File: src/rtl/instr_fetch_if.sv
// Fetch-stage bus: fetch control inputs, instruction-memory read port
// and the valid/ready handshake toward decode.
interface instr_fetch_if;
   logic        fetch_en;
   logic        redirect;
   logic [15:0] redirect_pc;
   logic [15:0] im_addr;
   logic        im_rd_en;
   logic [16:0] im_instr;
   logic [16:0] if_instr;
   logic [15:0] if_pc;
   logic        if_valid;
   logic        id_ready;

   modport master (
      input  fetch_en, redirect, redirect_pc, im_instr, id_ready,
      output im_addr, im_rd_en, if_instr, if_pc, if_valid
   );

   modport slave (
      output fetch_en, redirect, redirect_pc, im_instr, id_ready,
      input  im_addr, im_rd_en, if_instr, if_pc, if_valid
   );
endinterface

File: src/rtl/instr_fetch.sv
// Instruction fetch stage: owns the PC, issues reads to instruction memory
// and buffers returned {pc, instr} pairs in a prefetch FIFO for decode.
module instr_fetch #(
   parameter int          DEPTH    = 3,
   parameter logic [15:0] RESET_PC = 16'h0000
) (
   input  logic         clk,
   input  logic         rst_n,
   instr_fetch_if.master bus
);

   localparam int PTR_W = (DEPTH > 1) ? $clog2(DEPTH) : 1;
   localparam int CNT_W = $clog2(DEPTH + 2);

   typedef struct packed {
      logic [15:0] pc;
      logic [16:0] instr;
   } entry_t;

   entry_t             fifo_mem [DEPTH];
   logic [PTR_W-1:0]   rd_ptr;
   logic [PTR_W-1:0]   wr_ptr;
   logic [CNT_W-1:0]   count;
   logic [15:0]        fetch_pc;
   logic [15:0]        inflight_pc;
   logic               started;
   logic               inflight;

   logic [CNT_W-1:0]   occupancy;
   logic               issue;
   logic               push;
   logic               pop;
   logic               head_valid;
   entry_t             head;

   function automatic logic [PTR_W-1:0] next_ptr(input logic [PTR_W-1:0] p);
      return (p == PTR_W'(DEPTH - 1)) ? '0 : p + PTR_W'(1);
   endfunction

   // Occupancy counts the outstanding read so a returning word always has a slot.
   always_comb begin
      // NOTE: every combinational output gets a default first so no latch is inferred.
      occupancy  = count + CNT_W'(inflight);
      issue      = started && bus.fetch_en && !bus.redirect
                   && (occupancy < CNT_W'(DEPTH));
      push       = inflight && !bus.redirect;
      head_valid = (count != '0) && !bus.redirect;
      pop        = head_valid && bus.id_ready;
      head       = fifo_mem[rd_ptr];
   end

   always_ff @(posedge clk or negedge rst_n) begin
      if (!rst_n) begin
         // NOTE: sequential state uses non-blocking assignments only.
         fetch_pc    <= RESET_PC;
         inflight_pc <= '0;
         started     <= 1'b0;
         inflight    <= 1'b0;
         count       <= '0;
         rd_ptr      <= '0;
         wr_ptr      <= '0;
      end else begin
         started  <= 1'b1;
         inflight <= issue;
         if (issue)
            inflight_pc <= fetch_pc;

         if (bus.redirect)
            fetch_pc <= bus.redirect_pc;
         else if (issue)
            fetch_pc <= fetch_pc + 16'd1;

         // Redirect drops buffered entries and the returning word alike.
         if (bus.redirect) begin
            count  <= '0;
            rd_ptr <= '0;
            wr_ptr <= '0;
         end else begin
            if (push)
               wr_ptr <= next_ptr(wr_ptr);
            if (pop)
               rd_ptr <= next_ptr(rd_ptr);
            case ({push, pop})
               2'b10:   count <= count + CNT_W'(1);
               2'b01:   count <= count - CNT_W'(1);
               default: count <= count;
            endcase
         end
      end
   end

   // NOTE: FIFO storage has no reset; count gates every read of it.
   always_ff @(posedge clk) begin
      if (push)
         fifo_mem[wr_ptr] <= '{pc: inflight_pc, instr: bus.im_instr};
   end

   always_comb begin
      bus.im_addr  = fetch_pc;
      bus.im_rd_en = issue;
      bus.if_valid = head_valid;
      bus.if_pc    = (count != '0) ? head.pc    : '0;
      bus.if_instr = (count != '0) ? head.instr : '0;
   end

endmodule

File: src/flat_wrapper.sv
// flat-port wrapper written by rule: the top's interface ports become plain ports
module instr_fetch_flat 
#(
   parameter int          DEPTH    = 3,
   parameter logic [15:0] RESET_PC = 16'h0000
)
  (clk, rst_n, bus_fetch_en, bus_redirect, bus_redirect_pc, bus_im_instr, bus_id_ready, bus_im_addr, bus_im_rd_en, bus_if_instr, bus_if_pc, bus_if_valid);
  instr_fetch_if bus_i ();
  input  logic clk;
  input  logic rst_n;
  input wire logic [$bits(bus_i.fetch_en)-1:0] bus_fetch_en;
  input wire logic [$bits(bus_i.redirect)-1:0] bus_redirect;
  input wire logic [$bits(bus_i.redirect_pc)-1:0] bus_redirect_pc;
  input wire logic [$bits(bus_i.im_instr)-1:0] bus_im_instr;
  input wire logic [$bits(bus_i.id_ready)-1:0] bus_id_ready;
  output wire logic [$bits(bus_i.im_addr)-1:0] bus_im_addr;
  output wire logic [$bits(bus_i.im_rd_en)-1:0] bus_im_rd_en;
  output wire logic [$bits(bus_i.if_instr)-1:0] bus_if_instr;
  output wire logic [$bits(bus_i.if_pc)-1:0] bus_if_pc;
  output wire logic [$bits(bus_i.if_valid)-1:0] bus_if_valid;
  assign bus_i.fetch_en = bus_fetch_en;
  assign bus_i.redirect = bus_redirect;
  assign bus_i.redirect_pc = bus_redirect_pc;
  assign bus_i.im_instr = bus_im_instr;
  assign bus_i.id_ready = bus_id_ready;
  assign bus_im_addr = bus_i.im_addr;
  assign bus_im_rd_en = bus_i.im_rd_en;
  assign bus_if_instr = bus_i.if_instr;
  assign bus_if_pc = bus_i.if_pc;
  assign bus_if_valid = bus_i.if_valid;
  instr_fetch #(.DEPTH(DEPTH), .RESET_PC(RESET_PC)) u_core (.clk(clk), .rst_n(rst_n), .bus(bus_i));
endmodule
File: config.mk
export PLATFORM = sky130hd
export DESIGN_NAME = instr_fetch_flat
export DESIGN_NICKNAME = d
export VERILOG_FILES = /design/src/rtl/instr_fetch_if.sv /design/src/rtl/instr_fetch.sv /design/src/flat_wrapper.sv
export SDC_FILE = /design/constraint.sdc
export NUM_CORES = 1
export LEC_CHECK = 0
export ABC_AREA = 1
export CAP_MARGIN = 20
export CORE_UTILIZATION = 30
export CTS_BUF_LIST = sky130_fd_sc_hd__clkbuf_4 sky130_fd_sc_hd__clkbuf_8
export DETAILED_ROUTE_END_ITERATION = 6
export PLACE_DENSITY = 0.56
export SLEW_MARGIN = 20
export SYNTH_ARGS = -nofsm -noshare
export SYNTH_HDL_FRONTEND = slang
export SYNTH_SLANG_ARGS = --single-unit
File: constraint.sdc
create_clock -name clk -period 3.3 [get_ports clk]
set_input_delay 0.33 -clock clk [delete_from_list [all_inputs] [get_ports clk]]
set_output_delay 0.33 -clock clk [all_outputs]
set_load 0.005 [all_outputs]
# Word level (Yosys, flattened, before mapping)
# Memory sizes are Yosys's and may differ from the RTL's.
# Index checks and enable logic that the tools add are counted.
# Widths: inputs -> output; s select.
# op_classes
addsub,6
n_lt_le_gt_ge,1
eq_ne,4
muxes,14
n_reduce_logical,12
# ops
op,count
$mux 16,3
$mux 17,1
$add 16x1->16 const B,1
$mux 2,6
$eq 2x2->1 const B,3
$logic_and 1x1->1,6
$pmux 3 s2,1
$reduce_bool 2->1,3
$reduce_bool 3->1,2
$add 2x1->2 const B,2
$add 3x1->3,1
$add 3x1->3 const B,1
$lt 3x2->1 const B,1
$mux 3,1
$sub 3x1->3 const B,1
$eq 2x1->1 const B,1
$mux 1,2
$logic_not 1->1,1
# word_totals
regBits,41
ram_bits,99
output_inout_bits,51
memories,1
# memory_table
name,words,width,rd,rd_ports_with_merged_regs,write_ports,line_no,source
u_core.fifo_mem,3,33,1,0,1,instr_fetch.sv:20,entry_t fifo_mem [DEPTH];

# Logic depth before layout (Yosys ltp)
# logic_depth
word_depth,6
mapped_depth,11
ltp_nobuf,11

# Worst setup path before layout
# OpenSTA, ideal clock, no wires.
# synth_path
path_type,input -> register
startpoint,in bus_redirect
endpoint,"mem u_core.fifo_mem[2][0] in the netlist's numbering, enable pin"
t_arrival_ps,3008
required_ps,2836
slack_ps,-173
path_stages,4
n_path_buf,1
path_cell_list,inv_1 buf_2 nand2_1 nor3_1
# synth_via
elab_chain_cells,4
# synth_rtl
element,line_no,source
from (decl),flat_wrapper.sv:12,input wire logic [$bits(bus_i.redirect)-1:0] bus_redirect;
$logic_not 1->1,instr_fetch.sv:46,push = inflight && !bus.redirect;
$logic_and 1x1->1,instr_fetch.sv:46,
$mux 1,instr_fetch.sv:94,if (push)
$mux 1 (not written as such),instr_fetch.sv:95,"fifo_mem[wr_ptr] <= '{pc: inflight_pc, instr: bus.im_instr};"
to (decl),instr_fetch.sv:20,
# Every way passes these cells.

# Worst setup path in the final report
# layout_path
startpoint,reg u_core.count[0]
endpoint,out bus_im_rd_en
# layout_via
elab_chain_cells,3
# layout_rtl
element,line_no,source
from (decl),instr_fetch.sv:23,logic [CNT_W-1:0] count;
from (signal assigned),instr_fetch.sv:84,2'b10: count <= count + CNT_W'(1);
from (signal assigned),instr_fetch.sv:85,2'b01: count <= count - CNT_W'(1);
from (signal assigned),instr_fetch.sv:86,default: count <= count;
$add 3x1->3,instr_fetch.sv:43,occupancy = count + CNT_W'(inflight);
$lt 3x2->1,instr_fetch.sv:45,&& (occupancy < CNT_W'(DEPTH));
$logic_and 1x1->1,instr_fetch.sv:45,
to (decl),flat_wrapper.sv:17,output wire logic [$bits(bus_i.im_rd_en)-1:0] bus_im_rd_en;
# Every way passes these cells.

==> flow_metrics.tcl <==
set metrics [dict create \
    status "finished, final reports clean" \
    ir_worst_vdd_mv 0.3041 \
    initial_utilization_pct 31.09 \
    placed_cell_area_sq_um 7303 \
    fmax_mhz 341.8 \
    first_pass_iters 4 \
    n_antenna_cell 0 \
    cp-start-kind "register" \
    wl_met3_microns 801 \
    overflow 0 \
    worstSetupEndpointType "output pin" \
    wl_mm 13.83 \
    antenna_found_initial 0 \
    critPathKind "register to output pin" \
    finClkSkew_ns 0.01144 \
    design_area_sq_um 7696 \
    mostFrequentLayoutCells "nand2_1, nand3_1, edfxtp_1" \
    highest_layer "met4" \
    grt_pass1_wl_mm 22.49 \
    hold_buffers 0 \
    htreeDepth 4 \
    final_layout_size_suffix_gt1_share_pct 9.013 \
    syn2layout_area_growth_pct 25.53 \
    grt_max_degree 44 \
    cts_root_buf "clkbuf_8" \
    core_sq_um 19720 \
    cp_max_fo 35 \
    fin_nets 728 \
    synthDistinctLibCells 36 \
    fill_cells 1898 \
    postRouteAntennaNets 0 \
    wl_per_cell_microns 14.34 \
    drv_slew 0 \
    post_cts_resized 0 \
    wl_met1_mm 6.658 \
    p_leak_nw 3.206 \
    io_buffers 88 \
    period_minus_slack_ns 2.926 \
    grt_pass1_vias 4365 \
    post_cts_buffers 0 \
    synth_nets 639 \
    final_common_cell "nand2_1" \
    die_w_microns 145.0 \
    power_density_nw_per_um2 749.7 \
    ys_ff_latch 140 \
    ys_seq_area_share_pct 65.22 \
    synth_cells 597 \
    cts_buffers 17 \
    synth_area_per_cell_sq_um 10.27 \
    dp_hpwl_mm 8.651 \
    clk_pin_slew_worst_paths_ns 0.07 \
    fp.dieH_microns 145.0 \
    grt_setup_unrepaired "false" \
    die-area_sq_um 21010 \
    tns_ns 0 \
    setup_viol 0 \
    syn-cell-area_sq_um 6131 \
    viasPerCell 4.558 \
    rows 51 \
    clk_latency_ns 0.44 \
    drc 0 \
    relSlewSlack_pct 38.87 \
    timing.final.crit_share_pct 88.66 \
    cp.arrival_ns 2.60 \
    critical_path_required_ns 2.97 \
    clockBufferDepth 2 \
    hold_viol_final 0 \
    cts_sinks 140 \
    gp_congestion 0.7986 \
    max_cap_viol_count 0 \
    ys_warn_count 0 \
    via_count 4394 \
    hp-class "input pin to async pin" \
    ios 89 \
    drt_iter0_drc 388 \
    worst_pin_slew_ns 0.9170 \
    grt_use_total_pct 13.89 \
    cts_tree "yes" \
    wl_met2_mm 6.277 \
]
==> synth_stat cells, drive strengths merged <==
| cell | instances | share of area, % |
|---|---|---|
| nand2 | 168 | 11 |
| nand3 | 126 | 11 |
| edfxtp | 99 | 48 |
| inv | 66 | 4.1 |
| dfrtp | 41 | 17 |
| buf | 21 | 2.0 |
| o21ai | 21 | 1.7 |
| nor2 | 18 | 1.2 |
| clkbuf | 7 | 0.43 |
| o211ai | 5 | 0.61 |
| nand4 | 4 | 0.51 |
| xor2 | 4 | 0.57 |
| ha | 3 | 0.61 |
| nor3 | 3 | 0.43 |
| a21oi | 2 | 0.22 |
| a22oi | 2 | 0.24 |
| o22ai | 2 | 0.20 |
| clkinv | 1 | 0.061 |
| conb | 1 | 0.061 |
| fa | 1 | 0.33 |
| or2 | 1 | 0.10 |
| xnor2 | 1 | 0.14 |
==> layout make-up <==
| cell class | count | area, sq um | share of cell area (%) |
|---|---|---|---|
| well taps | 265 | 331.6 | 4.308 |
| inverters | 67 | 256.5 | 3.333 |
| repair buffers | 98 | 963.4 | 12.52 |
| clock buffers | 24 | 299.0 | 3.886 |
| multi-input cells | 362 | 1753 | 22.78 |
| flip-flops and latches | 140 | 3999 | 51.96 |
| clock inverters | 8 | 93.84 | 1.219 |
==> cell families (layout without fill, tap and decap cells) <==
kind of cell | after synthesis | in the layout | synth area share [%]
DFF | 140 | 140 | 65.22
xor gates and xnor gates | 5 | 5 | 0.7143
adders and majority gates | 4 | 4 | 0.9389
AOI/OAI and AO/OA | 32 | 32 | 3.000
other | 1 | 1 | 0.06117
buffers and inverters | 95 | 197 | 6.612
and+or+nand+nor | 320 | 320 | 23.45
==> worst max-delay path, cell delays in order (launching register included) <==
cell,delay [ns]
dfrtp_1,0.44
ha_1,0.20
ha_1,0.26
nand2_1,0.06
inv_1,0.04
a21oi_2,0.14
nand2_4,0.23
inv_6,0.24
clkdlybuf4s50_1,0.54
==> flip-flops by register name, indices dropped and copies added, names as in the netlist <==
signal / flops
u_core.bus.im_addr: 16
u_core.count: 3
u_core.fifo_mem: 99
u_core.inflight: 1
u_core.inflight_pc: 16
u_core.rd_ptr: 2
u_core.started: 1
u_core.wr_ptr: 2
==> metrics by stage <==
| stage | utilization, % | power, mW | cells | worst slack (ns) | hold slack [ns] |
|---|---|---|---|---|---|
| final | 39.03 | 5.769 | 964 | 0.3743 | 0.01128 |
| after global routing | 39.03 | 6.189 | 964 | 0.1393 | 0.05559 |
| after CTS | 39.03 | 5.843 | 964 | 0.3212 | 0.02868 |
| after detailed placement | 37.04 | 4.483 | 932 | 0.5816 | 0.4849 |
| after global placement | 37.04 | 4.443 | 932 | 0.5974 | 0.4757 |
| after floorplan | - | 3.441 | 597 | 0.7108 | 0.03441 |
==> per-layer routing <==
metal | global-route usage (%) | up-vias
met2 | 20.65 | 149
met5 | 0 | -
met1 | 19.08 | 2061
met3 | 4.277 | 6
met4 | 4.734 | 0
li1 | - | 2178
==> report_power, final <==
group	switching [mW]	internal, mW
Combinational	1.12	0.942
Clock	0.604	0.747
Sequential	0.198	2.16
==> worst paths after layout <==
kind                            slack (ns)  depth (start not counted)                     end                   from
worst max register to register        1.03                         11         u_core.count[2]        u_core.count[0]
worst min register to register        0.50                          0  u_core.fifo_mem[2][25]  u_core.inflight_pc[8]
max in group asynchronous             2.70                          1         u_core.count[1]                  rst_n
worst min-delay path                  0.01                          1   u_core.bus.im_addr[2]                  rst_n
min in group clk                      0.45                          3   u_core.bus.im_addr[1]     bus_redirect_pc[1]
worst max-delay path                  0.37                          8            bus_im_rd_en        u_core.count[0]
(Power assumes the default switching activity.)
